==> src/rtl/ifft_pkg.sv <==
// Shared definitions for the PUSCH IFFT+CP symbol sequencer.
// Optional watchdog in the top is enabled with IFFT_WATCHDOG_EN.
package ifft_pkg;

  localparam int N        = 2048;
  localparam int LOG2N    = 11;
  localparam int CP_LONG  = 160;
  localparam int CP_SHORT = 144;
  localparam int SYMS     = 14;

  typedef logic [LOG2N-1:0] addr_t;

  typedef enum logic [2:0] {
    S_IDLE,
    S_LOAD,
    S_WAIT,
    S_EMIT_CP,
    S_EMIT_SYM
  } state_t;

  // Symbols 0 and 7 of a slot carry the long cyclic prefix.
  function automatic addr_t cp_len_of(input logic [3:0] sym);
    return ((sym == 4'd0) || (sym == 4'd7)) ? addr_t'(CP_LONG) : addr_t'(CP_SHORT);
  endfunction

endpackage

==> src/rtl/ifft_sym_ctrl_if.sv <==
// Handshake/bus bundle between resource mapper, IFFT pipeline and output reader.
// err_timeout exists only when IFFT_WATCHDOG_EN is defined.
interface ifft_sym_ctrl_if;
  import ifft_pkg::*;

  logic       slot_start;
  logic       in_valid;
  logic       in_ready;
  logic       fft_valid;
  addr_t      fft_idx;
  logic       ifft_done;
  logic       rd_en;
  addr_t      rd_addr;
  logic       out_sos;
  logic [3:0] sym_idx;
  logic       busy;
  logic       err_drop;
  logic       err_spur;
`ifdef IFFT_WATCHDOG_EN
  logic       err_timeout;
`endif

  modport master (
`ifdef IFFT_WATCHDOG_EN
    input  err_timeout,
`endif
    output slot_start, in_valid, ifft_done,
    input  in_ready, fft_valid, fft_idx, rd_en, rd_addr, out_sos,
    input  sym_idx, busy, err_drop, err_spur
  );

  modport slave (
`ifdef IFFT_WATCHDOG_EN
    output err_timeout,
`endif
    input  slot_start, in_valid, ifft_done,
    output in_ready, fft_valid, fft_idx, rd_en, rd_addr, out_sos,
    output sym_idx, busy, err_drop, err_spur
  );

endinterface

==> src/rtl/ifft_cp_addr_gen.sv <==
// Output-buffer read sequencer: CP tail first, then the full symbol body.
// Reports the last CP cycle and the last body cycle back to the controlling FSM.
module ifft_cp_addr_gen
  import ifft_pkg::*;
(
  input  logic  clk,
  input  logic  rst,
  input  logic  start,
  input  addr_t cp_len,
  output logic  rd_en,
  output addr_t rd_addr,
  output logic  out_sos,
  output logic  cp_last,
  output logic  sym_last
);

  logic  in_cp;
  addr_t cnt;
  addr_t cp_len_q;

  assign cp_last  = rd_en && in_cp && (cnt == cp_len_q - 1'b1);
  assign sym_last = rd_en && !in_cp && (cnt == addr_t'(N - 1));

  // rd_addr simply increments across the CP -> body seam except where it restarts at 0.
  always_ff @(posedge clk or negedge rst) begin
    if (!rst) begin
      rd_en    <= 1'b0;
      rd_addr  <= '0;
      out_sos  <= 1'b0;
      in_cp    <= 1'b0;
      cnt      <= '0;
      cp_len_q <= '0;
    end else begin
      out_sos <= 1'b0;
      if (start) begin
        rd_en    <= 1'b1;
        rd_addr  <= addr_t'(N - int'(cp_len));
        out_sos  <= 1'b1;
        in_cp    <= 1'b1;
        cnt      <= '0;
        cp_len_q <= cp_len;
      end else if (rd_en) begin
        if (cp_last) begin
          in_cp   <= 1'b0;
          cnt     <= '0;
          rd_addr <= '0;
        end else if (sym_last) begin
          rd_en   <= 1'b0;
          cnt     <= '0;
          rd_addr <= '0;
        end else begin
          cnt     <= cnt + 1'b1;
          rd_addr <= rd_addr + 1'b1;
        end
      end
    end
  end

endmodule

==> src/rtl/ifft_sym_ctrl.sv <==
// Per-symbol sequencer for the PUSCH IFFT+CP chain (load, drain, CP+body readout).
// Define IFFT_WATCHDOG_EN to add err_timeout and a bounded WAIT (parameter TIMEOUT).
module ifft_sym_ctrl
  import ifft_pkg::*;
(
  input  logic           clk,
  input  logic           rst,
  ifft_sym_ctrl_if.slave bus
);

`ifdef IFFT_WATCHDOG_EN
  parameter int TIMEOUT = 16384;
  localparam int WW = $clog2(TIMEOUT + 1);
`endif

  state_t     state, state_nxt;
  addr_t      load_cnt;
  logic [3:0] sym_idx_q;
  logic       slot_pend;
  logic       accept;
  logic       start;
  logic       cp_last;
  logic       sym_last;
  logic       timeout;

  // in_ready is gated by reset so every output reads 0 while reset is held.
  assign bus.in_ready  = rst && ((state == S_IDLE) || (state == S_LOAD));
  assign accept        = bus.in_valid && bus.in_ready;
  assign bus.fft_valid = accept;
  assign bus.fft_idx   = load_cnt;
  assign bus.busy      = (state != S_IDLE);
  assign bus.sym_idx   = sym_idx_q;
  assign start         = (state == S_WAIT) && bus.ifft_done;

  always_ff @(posedge clk or negedge rst) begin
    if (!rst) state <= S_IDLE;
    else      state <= state_nxt;
  end

  always_comb begin
    state_nxt = state;
    case (state)
      S_IDLE:     if (accept) state_nxt = S_LOAD;
      S_LOAD:     if (accept && (load_cnt == addr_t'(N - 1))) state_nxt = S_WAIT;
      S_WAIT: begin
        if (bus.ifft_done) state_nxt = S_EMIT_CP;
        else if (timeout)  state_nxt = S_IDLE;
      end
      S_EMIT_CP:  if (cp_last)  state_nxt = S_EMIT_SYM;
      S_EMIT_SYM: if (sym_last) state_nxt = S_IDLE;
      default:    state_nxt = S_IDLE;
    endcase
  end

  // A pending slot_start (or one arriving with the first sample) restarts the slot at index 0.
  always_ff @(posedge clk or negedge rst) begin
    if (!rst) begin
      load_cnt  <= '0;
      sym_idx_q <= '0;
      slot_pend <= 1'b0;
    end else begin
      if ((state == S_IDLE) && accept) begin
        load_cnt  <= addr_t'(1);
        slot_pend <= 1'b0;
        if (slot_pend || bus.slot_start) sym_idx_q <= '0;
      end else begin
        if (bus.slot_start) slot_pend <= 1'b1;
        if ((state == S_LOAD) && accept) begin
          load_cnt <= (load_cnt == addr_t'(N - 1)) ? '0 : load_cnt + 1'b1;
        end
        if ((state == S_EMIT_SYM) && sym_last) begin
          sym_idx_q <= (sym_idx_q == 4'(SYMS - 1)) ? 4'd0 : sym_idx_q + 4'd1;
        end
      end
    end
  end

  always_ff @(posedge clk or negedge rst) begin
    if (!rst) begin
      bus.err_drop <= 1'b0;
      bus.err_spur <= 1'b0;
    end else begin
      if (bus.in_valid && !bus.in_ready)           bus.err_drop <= 1'b1;
      if (bus.ifft_done && (state != S_WAIT))      bus.err_spur <= 1'b1;
    end
  end

`ifdef IFFT_WATCHDOG_EN
  logic [WW-1:0] wait_cnt;

  assign timeout = (state == S_WAIT) && !bus.ifft_done && (wait_cnt == WW'(TIMEOUT - 1));

  always_ff @(posedge clk or negedge rst) begin
    if (!rst) begin
      wait_cnt        <= '0;
      bus.err_timeout <= 1'b0;
    end else begin
      wait_cnt <= (state == S_WAIT) ? wait_cnt + 1'b1 : '0;
      if (timeout) bus.err_timeout <= 1'b1;
    end
  end
`else
  assign timeout = 1'b0;
`endif

  ifft_cp_addr_gen u_addr_gen (
    .clk      (clk),
    .rst      (rst),
    .start    (start),
    .cp_len   (cp_len_of(sym_idx_q)),
    .rd_en    (bus.rd_en),
    .rd_addr  (bus.rd_addr),
    .out_sos  (bus.out_sos),
    .cp_last  (cp_last),
    .sym_last (sym_last)
  );

endmodule

==> src/flat_wrapper.sv <==
// flat-port wrapper written by rule: the top's interface ports become plain ports
module ifft_sym_ctrl_flat import ifft_pkg::*;
  (clk, rst, bus_slot_start, bus_in_valid, bus_ifft_done, bus_in_ready, bus_fft_valid, bus_fft_idx, bus_rd_en, bus_rd_addr, bus_out_sos, bus_sym_idx, bus_busy, bus_err_drop, bus_err_spur);
  ifft_sym_ctrl_if bus_i ();
  input  logic clk;
  input  logic rst;
  input wire logic [$bits(bus_i.slot_start)-1:0] bus_slot_start;
  input wire logic [$bits(bus_i.in_valid)-1:0] bus_in_valid;
  input wire logic [$bits(bus_i.ifft_done)-1:0] bus_ifft_done;
  output wire logic [$bits(bus_i.in_ready)-1:0] bus_in_ready;
  output wire logic [$bits(bus_i.fft_valid)-1:0] bus_fft_valid;
  output wire logic [$bits(bus_i.fft_idx)-1:0] bus_fft_idx;
  output wire logic [$bits(bus_i.rd_en)-1:0] bus_rd_en;
  output wire logic [$bits(bus_i.rd_addr)-1:0] bus_rd_addr;
  output wire logic [$bits(bus_i.out_sos)-1:0] bus_out_sos;
  output wire logic [$bits(bus_i.sym_idx)-1:0] bus_sym_idx;
  output wire logic [$bits(bus_i.busy)-1:0] bus_busy;
  output wire logic [$bits(bus_i.err_drop)-1:0] bus_err_drop;
  output wire logic [$bits(bus_i.err_spur)-1:0] bus_err_spur;
  assign bus_i.slot_start = bus_slot_start;
  assign bus_i.in_valid = bus_in_valid;
  assign bus_i.ifft_done = bus_ifft_done;
  assign bus_in_ready = bus_i.in_ready;
  assign bus_fft_valid = bus_i.fft_valid;
  assign bus_fft_idx = bus_i.fft_idx;
  assign bus_rd_en = bus_i.rd_en;
  assign bus_rd_addr = bus_i.rd_addr;
  assign bus_out_sos = bus_i.out_sos;
  assign bus_sym_idx = bus_i.sym_idx;
  assign bus_busy = bus_i.busy;
  assign bus_err_drop = bus_i.err_drop;
  assign bus_err_spur = bus_i.err_spur;
  ifft_sym_ctrl u_core (.clk(clk), .rst(rst), .bus(bus_i));
endmodule
==> config.mk <==
export PLATFORM = sky130hd
export DESIGN_NAME = ifft_sym_ctrl_flat
export DESIGN_NICKNAME = d
export VERILOG_FILES = /design/src/rtl/ifft_pkg.sv /design/src/rtl/ifft_sym_ctrl_if.sv /design/src/rtl/ifft_cp_addr_gen.sv /design/src/rtl/ifft_sym_ctrl.sv /design/src/flat_wrapper.sv
export SDC_FILE = /design/constraint.sdc
export NUM_CORES = 1
export LEC_CHECK = 0
export BUFFER_PORTS_ARGS = -buffer_cell sky130_fd_sc_hd__buf_2
export CAP_MARGIN = 30
export CORE_MARGIN = 2
export CORE_UTILIZATION = 30
export CTS_CLUSTER_SIZE = 8
export DETAILED_ROUTE_END_ITERATION = 8
export SYNTH_ARGS = -nofsm -noshare
export SYNTH_HDL_FRONTEND = slang
export SYNTH_SLANG_ARGS = --single-unit
==> constraint.sdc <==
create_clock -name clk -period 3.4 [get_ports clk]
set_input_delay 0.34 -clock clk [delete_from_list [all_inputs] [get_ports clk]]
set_output_delay 0.34 -clock clk [all_outputs]
set_load 0.03 [all_outputs]
# --- After elaboration in Yosys (flattened, before gate mapping) ---
# Cells that the tools add are included.
classes:
  add_sub_neg: 6
  eq_ne: 16
  mux: 32
  reduce_logical: 29
ops:
  columns: ["operator", "count"]
  rows:
  - ["two-way mux 11 bit", 11]
  - ["adder 11 x 1 -> 11 bit (second input constant)", 3]
  - ["equality test 11 bit (second input constant)", 2]
  - ["two-way mux 4 bit", 4]
  - ["two-way mux 3 bit", 5]
  - ["case mux 3 bit (5 select lines)", 1]
  - ["logical AND 1 bit", 13]
  - ["equality test 11 bit", 1]
  - ["subtractor 1 x 11 -> 11 bit (first input constant)", 1]
  - ["subtractor 11 x 1 -> 11 bit (second input constant)", 1]
  - ["two-way mux 1 bit", 10]
  - ["nonzero test 2 bit", 5]
  - ["equality test 3 x 2 -> 1 bit (second input constant)", 2]
  - ["two-way mux 6 bit", 1]
  - ["!= test 2 x 1 -> 1 bit (second input constant)", 3]
  - ["!= test 2 bit (second input constant)", 3]
  - ["AND reduction 5 bit", 1]
  - ["adder 4 x 1 -> 4 bit (second input constant)", 1]
  - ["equality test 4 x 3 -> 1 bit (second input constant)", 1]
  - ["equality test 4 bit (second input constant)", 1]
  - ["zero test 4 bit", 1]
  - ["AND reduction 2 bit", 2]
  - ["equality test 3 x 1 -> 1 bit (second input constant)", 1]
  - ["equality test 3 bit (second input constant)", 1]
  - ["other kinds (5)", 8]
totals:
  regBits: 57
  in_bits: 5
  word_cells: 95

# --- Longest topological paths before layout ---
# Gate-level depths: netlist (run 1).
logic_depth:
  depth_word: 7
  depth_mapped: 10
  depth_no_buf: 8

# --- Hierarchy ---
# Synthesis (run 1) repeated with hierarchy kept, for this count alone.
unflattened:
  hier_cells: 373
  hier_area_um2: 3527.1
modules_own_cells:
  columns: ["module", "n_inst", "cells_per_inst", "area_each_um2", "seq_area_each_um2"]
  rows:
  - ["ifft_cp_addr_gen", 1, 254, 2342.2, 900.9]
  - ["ifft_sym_ctrl", 1, 119, 1184.9, 525.5]

# --- Worst setup path before layout (run 1) ---
# No wires, ideal clock.
synth_path:
  kind: "register to register"
  start: "register u_core.u_addr_gen.cp_len_q[4]"
  end: "register u_core.u_addr_gen.rd_addr[9]"
  arrival_time_ns: 1.954
  setup_slack_ns: 1.321
  stages_incl_launch_ff: 11
  n_path_buf: 2
  path_cell_list: "dfrtp_1 inv_1 ha_1 ha_1 xor2_1 o211ai_1 or3_1 buf_2 buf_6 a31oi_1 nand2_1"
synth_via:
  elab_chain_cells: 6
synth_rtl:
  columns: ["item", "line", "rtl"]
  rows:
  - ["start, declared", "ifft_cp_addr_gen.sv:19", "addr_t cp_len_q;"]
  - ["start signal, assigned", "ifft_cp_addr_gen.sv:41", "cp_len_q <= cp_len;"]
  - ["subtractor 11 x 1 -> 11 bit", "ifft_cp_addr_gen.sv:21", "assign cp_last = rd_en && in_cp && (cnt == cp_len_q - 1'b1);"]
  - ["equality test 11 bit", "ifft_cp_addr_gen.sv:21", null]
  - ["logical AND 1 bit", "ifft_cp_addr_gen.sv:21", null]
  - ["two-way mux 11 bit", "ifft_cp_addr_gen.sv:43", "if (cp_last) begin"]
  - ["two-way mux 11 bit", "ifft_cp_addr_gen.sv:42", "end else if (rd_en) begin"]
  - ["two-way mux 11 bit", "ifft_cp_addr_gen.sv:35", "if (start) begin"]
  - ["end signal, assigned", "ifft_cp_addr_gen.sv:37", "rd_addr <= addr_t'(N - int'(cp_len));"]
  - ["end signal, assigned", "ifft_cp_addr_gen.sv:53", "rd_addr <= rd_addr + 1'b1;"]
  - ["end, declared", "ifft_cp_addr_gen.sv:11", "output addr_t rd_addr,"]
# Every way passes these cells. The select of a mux whose other input is x is not followed.
# A chain may end at the register's enable or synchronous reset.

# --- Worst setup path in the final report (run 1) ---
layout_path:
  start: "register u_core.u_addr_gen.cp_len_q[4]"
  end: "register u_core.u_addr_gen.cnt[2]"
layout_via:
  elab_chain_cells: 6
layout_rtl:
  columns: ["item", "line", "rtl"]
  rows:
  - ["subtractor 11 x 1 -> 11 bit", "ifft_cp_addr_gen.sv:21", null]
  - ["equality test 11 bit", "ifft_cp_addr_gen.sv:21", null]
  - ["logical AND 1 bit", "ifft_cp_addr_gen.sv:21", null]
  - ["two-way mux 11 bit", "ifft_cp_addr_gen.sv:43", null]
  - ["two-way mux 11 bit", "ifft_cp_addr_gen.sv:42", null]
  - ["two-way mux 11 bit", "ifft_cp_addr_gen.sv:35", null]
  - ["end signal, assigned", "ifft_cp_addr_gen.sv:52", "cnt <= cnt + 1'b1;"]
  - ["end, declared", "ifft_cp_addr_gen.sv:18", "addr_t cnt;"]
# Every way passes these cells. The select of a mux whose other input is x is not followed.

==> reports/results.ini, run 1 <==
[critical_path]
cp_data_required_time_ps = 3570
cpMaxStageDelayCell = or3_1
rrSetupSlack_ps = 910
cp.arrival_ps = 2660
crit-reg2reg-launch = u_core.u_addr_gen.cp_len_q[4]$_DFFE_PN0P_
critPathCaptureType = flip-flop
r2r_end = u_core.u_addr_gen.cnt[2]$_DFFE_PN0P_
cp_max_fo = 18
startpoint_type = flip-flop
startpoint = u_core.u_addr_gen.cp_len_q[4]$_DFFE_PN0P_
crit_buf_inv = 1
criticalPathCategory = flip-flop to flip-flop
cp_common_cell = ha_1
crit_family = simple AND/OR/NAND/NOR gates
path_cells = inv_1 > ha_1 > ha_1 > xor2_1 > o211ai_1 > or3_1 > nand3_1 > nor2_1
cp_num_cells = 8
max_stage_delay_ps = 610
reg2reg_depth = 8

[routing]
via_count = 2207
wirelength_mm = 6.12
drc = 0
vias_per_cell = 5.21
ant_nets = 0
drt_pass1_iterations = 4
wl_per_cell_um = 14.4
drt_iter0_markers = 95

[synth]
yosysWarningCount = 0
syn_avg_cell_area_um2 = 9.55
synth_area_leader_cell = dfrtp_1
synth_flop_cell = dfrtp_1
synth_cell_types = 48
synth_edf_count = 0
synthTopCellsByArea = dfrtp_1 46%, xor2_1 5.9%, nand3_1 3.8%, o21ai_0 3.4%, nand2b_1 3.3%
synth-async-reset-ratio_pct = 100
synth_nets = 289
synthCells = 279
ys_seq_area_share_pct = 46.0
syn_area_um2 = 2660
synth_top_area_share_pct = 46.0
ys_ff_latch = 49

[place]
portBuffers = 37
dp_hpwl_mm = 4.30
routabilityCongestion = 0.790

[pwr]
ir_worst_vdd_uv = 338
p_leak_nw = 1.40
powerDensity_nw_per_um2 = 681
power.total_mw = 2.07

[floorplan]
die_h_um = 98.2
start_util_pct = 30.7
io_pins = 38
core_um2 = 8680
rows = 34
die_width_um = 98.2
die_area_um2 = 9650

[run]
cap_violations = 0

[global_routing]
grt_usage_pct = 13.5
grt_max_degree = 51
grt_pass1_wl_mm = 10.7
grt_pass1_vias = 2085
grt-ovfl-total = 0
grt_antenna_before_repair = 0

[timing]
rsz0062_at_grt = false
drv_slew = 0
max_freq_mhz = 401
finalSetupViolCount = 0
min_period_ps = 2490
hold_violations = 0
fin_worst_skew_ps = 8.90
tightest_slew_ps = 665
finalSetupTns_ps = 0
slew-limit-headroom_pct = 55.5
period_share_pct = 73.3

[finish]
drive_gt1_share_pct = 18.0
num_antenna_cells = 0
syn2layout_area_growth_pct = 14.3
fin_nets = 325
fillCellCount = 927

[hold_path]
worstHoldPathType = input port to asynchronous set/reset pin

[clock_network]
cts_setup_buffers = 0
cts_resized = 0
clkTransAtPathRegs_ps = 90
cts_buffers = 5
cts_tree = done
clk-insertion-delay-late_ps = 300
clock_path_buffers = 2
htreeDepth = 2
clock_sinks = 49
cts_hold_buf = 0
clk_root_buffer_cell = clkbuf_8

[outcome]
status = completed

-- flip-flops by register name, indices dropped and copies added, names as in the netlist, 3 cells and up --
| register | count |
|---|---|
| u_core.bus.fft_idx | 11 |
| u_core.bus.sym_idx | 4 |
| u_core.state | 3 |
| u_core.u_addr_gen.cnt | 11 |
| u_core.u_addr_gen.cp_len_q | 3 |
| u_core.u_addr_gen.rd_addr | 11 |
-- final cells by class --
type	count	area (um2)	share of cell area [%]
clock inverter	1	5.00	0.164
multi-input combinational	210	1340	44.0
timing repair buffer	40	208	6.82
sequential	49	1230	40.3
inverter	9	33.8	1.11
clock buffer	7	96.3	3.16
tap	108	135	4.44
-- worst max-delay path by stage --
stage                                               endpoint  slack, ps
global route            u_core.u_addr_gen.cnt[4]$_DFFE_PN0P_        730
finish                  u_core.u_addr_gen.cnt[2]$_DFFE_PN0P_        910
detailed placement      u_core.u_addr_gen.cnt[9]$_DFFE_PN0P_        900
global placement        u_core.u_addr_gen.cnt[7]$_DFFE_PN0P_        990
CTS                     u_core.u_addr_gen.cnt[2]$_DFFE_PN0P_        880
floorplan           u_core.u_addr_gen.rd_addr[9]$_DFFE_PN0P_       1320
-- per-stage QoR --
stage / hold slack, ps / utilization, % / cell area (um2) / std cells / setup slack [ps]
2_1_floorplan: 44.4 / - / 2660 / 279 / 1320
3_3_place_gp: 449 / 33.9 / 2940 / 416 / 989
3_5_place_dp: 452 / 33.9 / 2940 / 416 / 896
4_1_cts: 257 / 35.1 / 3040 / 424 / 879
5_1_grt: 289 / 35.1 / 3040 / 424 / 731
6_report: 241 / 35.1 / 3040 / 424 / 907
-- synth_stat cells (5+ instances only) --
| cell | n |
|---|---|
| nand3_1 | 20 |
| nand4_1 | 14 |
| ha_1 | 5 |
| nand2b_1 | 14 |
| and3_1 | 7 |
| inv_1 | 8 |
| dfrtp_1 | 49 |
| clkbuf_1 | 5 |
| a21oi_1 | 10 |
| nor2_1 | 23 |
| xor2_1 | 18 |
| or3_1 | 6 |
| nand2_1 | 21 |
| o21ai_0 | 18 |
| nor3_1 | 6 |
-- per-layer routing --
| metal | share of wire, % | vias to the layer above | GRT usage, % |
|---|---|---|---|
| met5 | 0 | - | 0 |
| met1 | 51 | 1073 | 20.4 |
| li1 | - | 1081 | - |
| met4 | 0.78 | 0 | 3.16 |
| met2 | 43 | 48 | 19.7 |
| met3 | 5.5 | 5 | 3.01 |
-- power breakdown --
group | internal [mW] | leakage (nW) | switching (mW)
logic | 0.278 | 0.771 | 0.448
registers | 0.735 | 0.575 | 0.231
clock network | 0.184 | 0.0542 | 0.196
total | 1.20 | 1.40 | 0.875
-- cells in the final DEF, fill, tap and decap left out, types with 2 or more instances in the layout --
master	count
or3_1	6
and4_1	4
nand4bb_1	2
a31oi_1	3
nand4b_1	2
dfrtp_1	49
ha_1	5
xnor2_1	3
nor3_1	6
nand3_1	20
nand2b_1	14
and3_2	4
xor2_1	18
nor2_1	23
a21oi_1	10
nand4_1	14
nor3b_1	2
clkbuf_8	7
nor4b_1	4
o21ai_0	18
o211ai_1	2
buf_2	37
buf_4	3
a21o_1	3
a41oi_1	2
inv_1	8
and3_1	7
nand2_1	21
-- worst reg2reg max path, cell delays in order (launching register included) --
cell,delay [ps]
dfrtp_1,390
inv_1,70
ha_1,230
ha_1,300
xor2_1,150
o211ai_1,90
or3_1,610
nand3_1,420
nor2_1,100
-- cell families (layout without fill, tap and decap cells) --
| logic type | Yosys count | count (layout) | synth area share (%) |
|---|---|---|---|
| mux | 1 | 1 | 0.376 |
| compound gates | 49 | 49 | 11.6 |
| simple gates | 134 | 134 | 29.0 |
| xor+xnor | 21 | 21 | 6.90 |
| fa+ha+maj | 5 | 5 | 2.35 |
| buf+inv | 20 | 57 | 3.66 |
| flops | 49 | 49 | 46.0 |
No activity file was read; power rests on OpenSTA's default activity.
==> run 2: changes to the inputs <==
==> constraint.sdc (replaced) <==
create_clock -name clk -period 2.6 [get_ports clk]
set_input_delay 0.26 -clock clk [delete_from_list [all_inputs] [get_ports clk]]
set_output_delay 0.26 -clock clk [all_outputs]
set_load 0.03 [all_outputs]
==> reports/results.ini, run 2 (synthesis gave the netlist of run 1 again) <==
[finish]
drive_gt1_share_pct = 17.9
fin_nets = 327
syn2layout_area_growth_pct = 14.2
num_antenna_cells = 0
post-route-util_pct = 35.0
final_common_cell = dfrtp_1
final_cell_mix = 49 x dfrtp_1, 37 x buf_2, 23 x nor2_1

[clock_network]
cts_tree = done
clk-insertion-delay-late_ps = 300
cts_hold_buf = 0
cts_buffers = 5
htreeDepth = 2
clk_root_buffer_cell = clkbuf_8
clkTransAtPathRegs_ps = 90
cts_resized = 0
clock_sinks = 49
cts_setup_buffers = 0
clock_path_buffers = 2

[floorplan]
io_pins = 38
die_area_um2 = 9650
die_width_um = 98.2
core_um2 = 8680
start_util_pct = 30.7
die_h_um = 98.2
rows = 34

[pwr]
switchingPower_mw = 1.13
p_leak_nw = 1.39
power_frac_seq_pct = 47.7
ir_worst_vdd_uv = 328
comb_power_share_pct = 35.6
p_clk_share_pct = 16.8
p_int_mw = 1.52
swShare_pct = 42.6
powerDensity_nw_per_um2 = 869

[timing]
max_freq_mhz = 457
whs_ps = 143
finalSetupTns_ps = 0
rsz0062_at_grt = false
finalSetupViolCount = 0
slew-limit-headroom_pct = 55.5
tightest_slew_ps = 667
fin_worst_skew_ps = 9.06
hold_violations = 0
drv_slew = 0
min_period_ps = 2190
period_share_pct = 84.2

[critical_path]
startpoint_type = flip-flop
cp.arrival_ps = 2360
cp_data_required_time_ps = 2770
critPathCaptureType = flip-flop
cp_max_fo = 14
r2r_end = u_core.u_addr_gen.cnt[3]$_DFFE_PN0P_
reg2reg_depth = 5
crit-reg2reg-launch = u_core.u_addr_gen.cnt[1]$_DFFE_PN0P_
rrSetupSlack_ps = 410
criticalPathCategory = flip-flop to flip-flop

[global_routing]
grt_max_degree = 51
grt_pass1_vias = 2152
grt_pass1_wl_mm = 10.3
grt_usage_pct = 13.0
grt-busiest-layer = met2
grt.met2_usage_pct = 20.8
use_met1_pct = 17.8
grt_antenna_before_repair = 0
gr-usage-met3_pct = 2.93
grt-ovfl-total = 0

[routing]
wirelength_mm = 6.15
drt_iter0_markers = 86
drt_pass1_iterations = 4
ant_nets = 0
vias_per_cell = 5.18
wl_per_cell_um = 14.4
via_count = 2205
drc = 0

[place]
dp_hpwl_mm = 4.26
routabilityCongestion = 0.831
portBuffers = 37

[run]
cap_violations = 0

[outcome]
status = completed

[hold_path]
worstHoldPathType = input port to asynchronous set/reset pin

## run 2: final cells by class
cell class / instances / area, um2
clock buffer: 7 / 76.3
inverter: 9 / 33.8
tap: 108 / 135
clock inverter: 1 / 7.51
multi-input combinational: 210 / 1340
timing repair buffer: 42 / 223
sequential: 49 / 1230
fill: 924 / 5640
## run 2: power by group through the flow
stage | Sequential [mW] | Combinational [mW] | Clock [mW]
floorplan | 1.41 | 0.510 | 0
global placement | 1.26 | 0.942 | 0
detailed placement | 1.28 | 0.947 | 0
CTS | 1.26 | 0.953 | 0.464
global route | 1.30 | 1.04 | 0.491
finish | 1.26 | 0.940 | 0.443
## run 2: worst max path at each step
stage / from / to / slack, ps / cells past startpoint
2_1_floorplan: u_core.u_addr_gen.cp_len_q[4]$_DFFE_PN0P_ / u_core.u_addr_gen.rd_addr[9]$_DFFE_PN0P_ / 520 / 10
3_3_place_gp: u_core.u_addr_gen.cp_len_q[4]$_DFFE_PN0P_ / u_core.u_addr_gen.rd_addr[9]$_DFFE_PN0P_ / 470 / 9
3_5_place_dp: u_core.u_addr_gen.cp_len_q[4]$_DFFE_PN0P_ / u_core.u_addr_gen.cnt[3]$_DFFE_PN0P_ / 430 / 8
4_1_cts: u_core.u_addr_gen.cp_len_q[4]$_DFFE_PN0P_ / u_core.u_addr_gen.cnt[3]$_DFFE_PN0P_ / 400 / 8
5_1_grt: u_core.u_addr_gen.cnt[0]$_DFFE_PN0P_ / u_core.bus.sym_idx[1]$_DFFE_PN0P_ / 270 / 6
6_report: u_core.u_addr_gen.cnt[1]$_DFFE_PN0P_ / u_core.u_addr_gen.cnt[3]$_DFFE_PN0P_ / 410 / 5
## run 2: per-stage QoR
stage | instance area [um2] | setup WS [ps] | power [mW] | std cells
after global routing | 3040 | 266 | 2.83 | 426
after CTS | 3040 | 402 | 2.68 | 426
after floorplan | 2660 | 521 | 1.92 | 279
after global placement | 2960 | 474 | 2.21 | 418
after detailed placement | 2960 | 431 | 2.23 | 418
final | 3040 | 411 | 2.64 | 426
## run 2: routing by layer
layer	vias up	wire, um
met3	5	366
li1	1087	-
met4	0	62
met2	47	2840
met5	-	0
met1	1066	2870
## run 2: critical path, stage by stage (launching register included)
cell     delay, ps
dfrtp_1        420
ha_1           260
nand3_1        180
or4_4          660
nand3_1        420
nor2_1         110
==> run 3: changes to the inputs <==
==> constraint.sdc (replaced) <==
create_clock -name clk -period 2 [get_ports clk]
set_input_delay 0.2 -clock clk [delete_from_list [all_inputs] [get_ports clk]]
set_output_delay 0.2 -clock clk [all_outputs]
set_load 0.03 [all_outputs]
==> reports/results.ini, run 3 (synthesis gave the netlist of run 1 again) <==
[outcome]
status = completed

[routing]
drt_iter0_markers = 91
wirelength_mm = 6.09
wl_per_cell_um = 13.6
drc = 0
vias_per_cell = 5.17
via_count = 2305
drt_pass1_iterations = 4
ant_nets = 0

[timing]
drv_slew = 0
min_period_ps = 1990
slew-limit-headroom_pct = 59.9
fin_ws_ps = 11.2
max_freq_mhz = 503
period_share_pct = 99.4
fin_worst_skew_ps = 5.83
hold_violations = 0
finalSetupViolCount = 0
tightest_slew_ps = 597
rsz0062_at_grt = true

[global_routing]
grt-ovfl-total = 0
grt_antenna_before_repair = 0
grt_pass1_vias = 2230
grt_max_degree = 39
grt_pass1_wl_mm = 10.7
grt_usage_pct = 13.3

[finish]
multiInputGateArea_um2 = 1380
syn2layout_area_growth_pct = 22.8
fillCellCount = 888
drive_gt1_share_pct = 24.9
seq_area_um2 = 1230
final_common_cell = dfrtp_1
fin_nets = 347
final_cell_mix = 48 x dfrtp_1, 37 x buf_2, 23 x nor2_1
stdcell_area_um2 = 3270
num_antenna_cells = 0

[critical_path]
reg2reg_depth = 9
cp_common_cell = ha_4
crit-reg2reg-launch = u_core.u_addr_gen.cp_len_q[5]$_DFFE_PN0P_
cpMaxStageDelayCell = or3_4
startpoint_type = flip-flop
crit_buf_inv = 2
cp_data_required_time_ps = 2160
max_stage_delay_ps = 430
crit_family = simple AND/OR/NAND/NOR gates
cp_max_fo = 6
cp_num_cells = 9
critical_path.endpoint = u_core.u_addr_gen.rd_addr[5]$_DFFE_PN0P_
rrSetupSlack_ps = 10
path_cells = inv_2 > ha_4 > ha_4 > xor2_1 > o211ai_1 > or3_4 > buf_6 > nand4_1 > o2111ai_2
r2r_end = u_core.u_addr_gen.rd_addr[5]$_DFFE_PN0P_
criticalPathCategory = flip-flop to flip-flop
startpoint = u_core.u_addr_gen.cp_len_q[5]$_DFFE_PN0P_
critPathCaptureType = flip-flop
cp.arrival_ps = 2150

[floorplan]
die_h_um = 98.2
start_util_pct = 30.7
io_pins = 38
die_width_um = 98.2
core_um2 = 8680
die_area_um2 = 9650
rows = 34

[place]
dp_hpwl_mm = 4.47
dpl_cell_area_um2 = 3100
pre_cts_slack_ps = -38.4
routabilityCongestion = 0.790
portBuffers = 37

[clock_network]
clkTransAtPathRegs_ps = 90
cts_buffers = 5
clk_root_buffer_cell = clkbuf_8
clock_path_buffers = 2
cts_tree = done
clk-insertion-delay-late_ps = 290
htreeDepth = 2
clock_sinks = 49

[hold_path]
worstHoldPathType = input port to flip-flop

[pwr]
powerDensity_nw_per_um2 = 1140
p_leak_nw = 1.51
ir_worst_vdd_uv = 381

[run]
cap_violations = 0

[run 3: area by class of cell]
class / instances / area share, %
inverter: 9 / 1.03
clock inverter: 1 / 0.918
sequential: 49 / 37.5
tap: 108 / 4.13
clock buffer: 7 / 2.64
timing repair buffer: 62 / 11.7
multi-input combinational: 210 / 42.1
[run 3: how the worst min path moves through the flow]
stage | startpoint | to | slack, ps | cells after the start
final | bus_slot_start | u_core.slot_pend$_DFFE_PN0P_ | 150 | 3
after global routing | bus_in_valid | u_core.bus.err_drop$_DFFE_PN0P_ | 160 | 3
after CTS | bus_slot_start | u_core.slot_pend$_DFFE_PN0P_ | 150 | 3
after detailed placement | rst | u_core.bus.err_spur$_DFFE_PN0P_ | 210 | 2
after global placement | rst | u_core.bus.fft_idx[0]$_DFFE_PN0P_ | 220 | 2
after floorplan | rst | u_core.bus.err_drop$_DFFE_PN0P_ | -100 | 0
[run 3: layer usage]
layer	GRT usage [%]	vias to the layer above	share of wire, %
li1	-	1125	-
met1	18.4	1107	46
met2	21.1	71	46
met3	3.72	2	7.4
met4	2.85	0	0.59
met5	0	-	0
[run 3: per-stage QoR]
| stage | hold WS, ps | power, mW | setup TNS (ps) | std cells | utilization (%) |
|---|---|---|---|---|---|
| 3_3_place_gp | 216 | 2.95 | 0 | 437 | 35.8 |
| 3_5_place_dp | 207 | 2.99 | -265 | 437 | 35.8 |
| 2_1_floorplan | -95.6 | 2.50 | 0 | 279 | - |
| 4_1_cts | 149 | 3.74 | 0 | 446 | 37.3 |
| 5_1_grt | 163 | 4.03 | -1040 | 446 | 37.7 |
| 6_report | 153 | 3.75 | 0 | 446 | 37.7 |
[run 3: tightest hold or removal path: stages]
cell	delay, ps
buf_2	80
nor2_1	50
nor2_1	80
[run 3: power by group]
group | switching [mW] | internal [mW] | total (mW)
clock network | 0.320 | 0.408 | 0.729
logic | 0.817 | 0.593 | 1.41
registers | 0.355 | 1.25 | 1.61
[run 3: what timing repair did]
| action | 4_1_cts | 5_1_grt |
|---|---|---|
| cloned | 0 | 0 |
| endpoints found under the hold margin | 11 | 0 |
| pin swaps | 0 | 5 |
| gates resized for setup | 1 | 8 |
| setup endpoints to repair | 21 | 25 |
| hold buffers | 1 | 0 |
| setup buffers | 0 | 0 |
